<file path="config.mk">
export PLATFORM = sky130hd
export DESIGN_NAME = writeback_stage
export DESIGN_NICKNAME = d
export VERILOG_FILES = /design/src/rtl/cpu_pkg.sv /design/src/rtl/load_extender.sv /design/src/rtl/writeback_stage.sv
export SDC_FILE = /design/constraint.sdc
export NUM_CORES = 1
export LEC_CHECK = 0
export BUFFER_PORTS_ARGS = -buffer_cell sky130_fd_sc_hd__buf_2
export CORE_ASPECT_RATIO = 0.8
export CORE_MARGIN = 2
export CORE_UTILIZATION = 52
export CTS_BUF_LIST = sky130_fd_sc_hd__clkbuf_16
export CTS_CLUSTER_SIZE = 16
export DETAILED_ROUTE_END_ITERATION = 7
export GPL_ROUTABILITY_DRIVEN = 0
export PLACE_DENSITY = 0.84
export REMOVE_ABC_BUFFERS = 1
export SYNTH_ARGS = -nofsm -noshare
export SYNTH_HDL_FRONTEND = slang
export SYNTH_SLANG_ARGS = --single-unit
</file>
<file path="constraint.sdc">
create_clock -name clk -period 3.62 [get_ports clk]
set_clock_uncertainty 0.2 [all_clocks]
set_input_delay 0.362 -clock clk [delete_from_list [all_inputs] [get_ports clk]]
set_output_delay 0.362 -clock clk [all_outputs]
set_load 0.03 [all_outputs]
</file>
<file path="src/rtl/cpu_pkg.sv">
// Shared CPU definitions: write-back source select and load funct3 encodings.
package cpu_pkg;

   typedef enum logic [1:0] {
      RES_ALU  = 2'b00,
      RES_LOAD = 2'b01,
      RES_PC4  = 2'b10
   } result_src_t;

   localparam logic [2:0] F3_LB  = 3'b000;
   localparam logic [2:0] F3_LH  = 3'b001;
   localparam logic [2:0] F3_LW  = 3'b010;
   localparam logic [2:0] F3_LBU = 3'b100;
   localparam logic [2:0] F3_LHU = 3'b101;

endpackage

</file>
<file path="src/rtl/load_extender.sv">
// Selects the addressed byte/half of a loaded word and sign- or zero-extends it.
module load_extender
   import cpu_pkg::*;
#(
   parameter int unsigned DATA_WIDTH = 32
) (
   input  logic [DATA_WIDTH-1:0] read_data,
   input  logic [1:0]            addr_lsb,
   input  logic [2:0]            funct3,
   output logic [DATA_WIDTH-1:0] load_data
);

   logic [7:0]  byte_sel;
   logic [15:0] half_sel;

   // Byte lane follows both address bits; half lane ignores addr_lsb[0].
   always_comb begin
      byte_sel  = read_data[{addr_lsb, 3'b000} +: 8];
      half_sel  = read_data[{addr_lsb[1], 4'b0000} +: 16];
      load_data = read_data;
      case (funct3)
         F3_LB:   load_data = {{(DATA_WIDTH-8){byte_sel[7]}}, byte_sel};
         F3_LH:   load_data = {{(DATA_WIDTH-16){half_sel[15]}}, half_sel};
         F3_LBU:  load_data = {{(DATA_WIDTH-8){1'b0}}, byte_sel};
         F3_LHU:  load_data = {{(DATA_WIDTH-16){1'b0}}, half_sel};
         default: load_data = read_data; // LW and unused encodings
      endcase
   end

endmodule

</file>
<file path="src/rtl/writeback_stage.sv">
// MEM/WB stage: result select, stage register, register-file write port and retire counter.
module writeback_stage
   import cpu_pkg::*;
#(
   parameter int unsigned DATA_WIDTH    = 32,
   parameter int unsigned ADDRESS_WIDTH = 5
) (
   input  logic                     clk,
   input  logic                     rst,
   input  logic                     stall_i,
   input  logic                     flush_i,
   input  logic                     valid_i,
   input  logic                     reg_write_i,
   input  logic [ADDRESS_WIDTH-1:0] rd_i,
   input  logic [1:0]               result_src_i,
   input  logic [2:0]               funct3_i,
   input  logic [1:0]               addr_lsb_i,
   input  logic [DATA_WIDTH-1:0]    alu_result_i,
   input  logic [DATA_WIDTH-1:0]    read_data_i,
   input  logic [DATA_WIDTH-1:0]    pc_plus4_i,
   output logic [ADDRESS_WIDTH-1:0] AD3_o,
   output logic [DATA_WIDTH-1:0]    WD3_o,
   output logic                     WE3_o,
   output logic                     fwd_valid_o,
   output logic [31:0]              instret_o
);

   logic                     valid_q;
   logic                     we_q;
   logic [ADDRESS_WIDTH-1:0] rd_q;
   logic [DATA_WIDTH-1:0]    result_q;
   logic [DATA_WIDTH-1:0]    result_d;
   logic [DATA_WIDTH-1:0]    load_data;
   logic [31:0]              instret_q;

   load_extender #(
      .DATA_WIDTH(DATA_WIDTH)
   ) u_load_extender (
      .read_data(read_data_i),
      .addr_lsb (addr_lsb_i),
      .funct3   (funct3_i),
      .load_data(load_data)
   );

   // Write-back source mux; the reserved encoding falls back to the ALU result.
   always_comb begin
      result_d = alu_result_i;
      case (result_src_t'(result_src_i))
         RES_LOAD: result_d = load_data;
         RES_PC4:  result_d = pc_plus4_i;
         default:  result_d = alu_result_i;
      endcase
   end

   // Stage register and retire counter; flush beats stall, and the resident
   // instruction retires whenever the stage is not stalled.
   always_ff @(posedge clk or posedge rst) begin
      if (rst) begin
         valid_q   <= 1'b0;
         we_q      <= 1'b0;
         rd_q      <= '0;
         result_q  <= '0;
         instret_q <= '0;
      end else begin
         if (valid_q && !stall_i) begin
            instret_q <= instret_q + 32'd1;
         end
         if (flush_i) begin
            valid_q <= 1'b0;
         end else if (!stall_i) begin
            valid_q  <= valid_i;
            we_q     <= reg_write_i;
            rd_q     <= rd_i;
            result_q <= result_d;
         end
      end
   end

   assign WE3_o       = valid_q & we_q & (rd_q != '0);
   assign AD3_o       = rd_q;
   assign WD3_o       = result_q;
   assign fwd_valid_o = WE3_o;
   assign instret_o   = instret_q;

endmodule

</file>
==> flow_summary.ini <==
[cts]
clkSinkCount = 71
cts_resized = 0
clock_latency_ns = 0.33
postCtsHoldBufs = 0
cts_buffers = 9
clock_path_buffers = 2
clk_pin_slew_ns = 0.06
ctsRootBufferMaster = clkbuf_16
htreeDepth = 3
cts_tree = yes
post_cts_buffers = 0

[setup_path]
r2r-end = instret_o[25]$_DFFE_PP0P_
start_kind = primary input
crit_fanout = 18
crit_arrival_ns = 2.20
crit_path_max_incr_delay_ns = 0.64
crit_start = addr_lsb_i[1]
path_delay_family = compound AO/OA/AOI/OAI gates
cp_data_required_time_ns = 3.58
r2r_slack_ns = 1.72
cp.depth = 6
rr_worst_depth = 5
worstSetupPathType = in -> reg
r2r-start = instret_o[8]$_DFFE_PP0P_
crit_chain = buf_2, mux2_2, nand2_1, a31oi_1, o21ai_2, o221ai_1
endpoint_kind = flop
critPathSlowestCell = o21ai_2
path_buf_inv = 1

[cells_and_area]
final_util_pct = 69.2
final_cell_mix = buf_2, dfrtp_1, nand2_1
antenna_cells = 0
fin_nets = 729
drive_above_1_share_pct = 36.5
fillers = 666
final_common_cell = buf_2
syn2layout_area_growth_pct = 31.0

[logic_synthesis]
synth_cell_types = 53
synth_warnings = 0
netlist_area_um2 = 4140
synthFlopType = dfrtp_1
yosysSeqAreaShare_pct = 42.9
synthAdderAreaFrac_pct = 0.906
synth_top_family_by_area = simple AND/OR/NAND/NOR gates
synth_xor_area_share_pct = 6.55
synthSimpleGateAreaFrac_pct = 21.1
muxShareOfSynthArea_pct = 3.02
avgSynthCellArea_um2 = 9.25
synthCells = 448
synth_compound_area_share_pct = 20.7
synth_edf_count = 0
async_flop_share_pct = 100
synth_seq_cells = 71

[global_routing]
grt_usage_pct = 30.0
grt_first_pass_wirelength_mm = 21.1
overflow = 0
grt_pass1_vias = 4348
grt_max_degree = 68
antenna_found_initial = 0

[hold_path]
hold_start = flush_i
whs_path_depth = 2
holdCritPathClass = in -> reg
min_to = valid_q$_DFFE_PP0P_

[routing]
via_count = 4429
first_pass_iters = 7
vias_per_cell = 6.12
antenna_left = 0
routedWlPerCell_um = 18.0
first_iter_violations = 324
drc = 0
wl_mm = 13.0

[placement]
dp.final_hpwl_mm = 9.22
io_buffers = 184

[die]
dieArea_um2 = 8700
io-pin-count = 185
start_util_pct = 52.9
die-width_um = 104
dieHeight_um = 83.8
coreArea_um2 = 7840
row_count = 29

[flow_run]
max_cap_viol_count = 0

[timing]
hold_violations = 0
period_needed_ns = 2.24
whs_ns = 0.00909
max_freq_ghz = 0.446
maxSlewViolCount = 0
rsz0062_at_grt = false
tightest_slew_ns = 1.12
max_slew_margin_pct = 25.0
min_period_over_period_pct = 61.9
finalSetupTns_ns = 0
setup_viol = 0

[run_status]
status = finished, final reports clean

[power]
powerDensity_nw_per_um2 = 493
max-vdd-ir-drop_mv = 0.250
p_leak_uw = 0.00275
## cells in the mapped netlist, types with 4 or more instances
cell type / n / area (um^2)
dfrtp_1: 71 / 1780
nand2_1: 63 / 236
a21oi_1: 33 / 165
and3_1: 27 / 169
o221ai_1: 27 / 236
xnor2_1: 26 / 228
o22ai_1: 22 / 138
clkbuf_1: 17 / 63.8
o21ai_0: 16 / 80.1
nor2_1: 13 / 48.8
a31oi_1: 12 / 75.1
buf_2: 12 / 60.1
nand3_1: 10 / 50.1
or3_1: 9 / 56.3
mux2i_1: 8 / 80.1
inv_1: 7 / 26.3
and4_1: 6 / 52.6
nand4_1: 6 / 37.5
xor2_1: 5 / 43.8
a211o_1: 4 / 35.0
nor2_2: 4 / 25.0
nor2b_1: 4 / 25.0
## worst max-delay path by stage
stage                                        to
after CTS                 WD3_o[19]$_DFFE_PP0P_
after floorplan            WD3_o[7]$_DFFE_PP0P_
final                     WD3_o[30]$_DFFE_PP0P_
after global placement    WD3_o[16]$_DFFE_PP0P_
after global routing      WD3_o[19]$_DFFE_PP0P_
after detailed placement  WD3_o[19]$_DFFE_PP0P_
## area by class of cell
cell class	count	area, um^2	share of cell area, %
Clock inverter	6	134	2.47
Inverter	8	30.0	0.553
Tap cell	108	135	2.49
Timing Repair Buffer	189	958	17.7
Multi-Input combinational cell	333	2170	39.9
Sequential cell	71	1780	32.7
Clock buffer	9	225	4.15
## power by group
part           leakage (uW)  switching, uW  total (uW)  internal, uW
clock network      0.000175            336        1070           739
registers          0.000922           64.7         949           884
logic               0.00166            431         650           219
## per-stage QoR
stage,setup slack (ns),instances,total power (uW),instance area (um^2)
floorplan,0.982,412,1350,3970
global placement,1.23,709,1580,5070
detailed placement,1.12,709,1610,5070
CTS,1.44,724,2680,5430
global route,1.26,724,2770,5430
finish,1.38,724,2670,5430
## registers in the layout (all words and copies together) (netlist names)
name and flops:
WD3_o 32, instret_o 32, AD3_o 5, valid_q 1
we_q 1
## per-layer routing
metal	wire, um	vias to the layer above	global-route usage, %
met5	0	-	0
met4	578	0	15.0
met3	1120	56	5.78
met2	6080	287	48.8
met1	5250	2099	38.6
li1	-	1987	-
## worst register-to-register path, cell delays in order (launching register included)
cell     delay (ns)
dfrtp_1        0.45
nand4_2        0.17
nor4_4         0.34
and3_1         0.35
nand3_1        0.13
xnor2_1        0.13
## cells by family after synthesis
family | Yosys count
adder cells (fa/ha/maj) | 3
buffers and inverters | 44
AO/OA/AOI/OAI | 127
AND/OR/NAND/NOR | 161
multiplexers | 11
XOR/XNOR | 31
flip-flops | 71
Power figures use the tool's default switching activity.
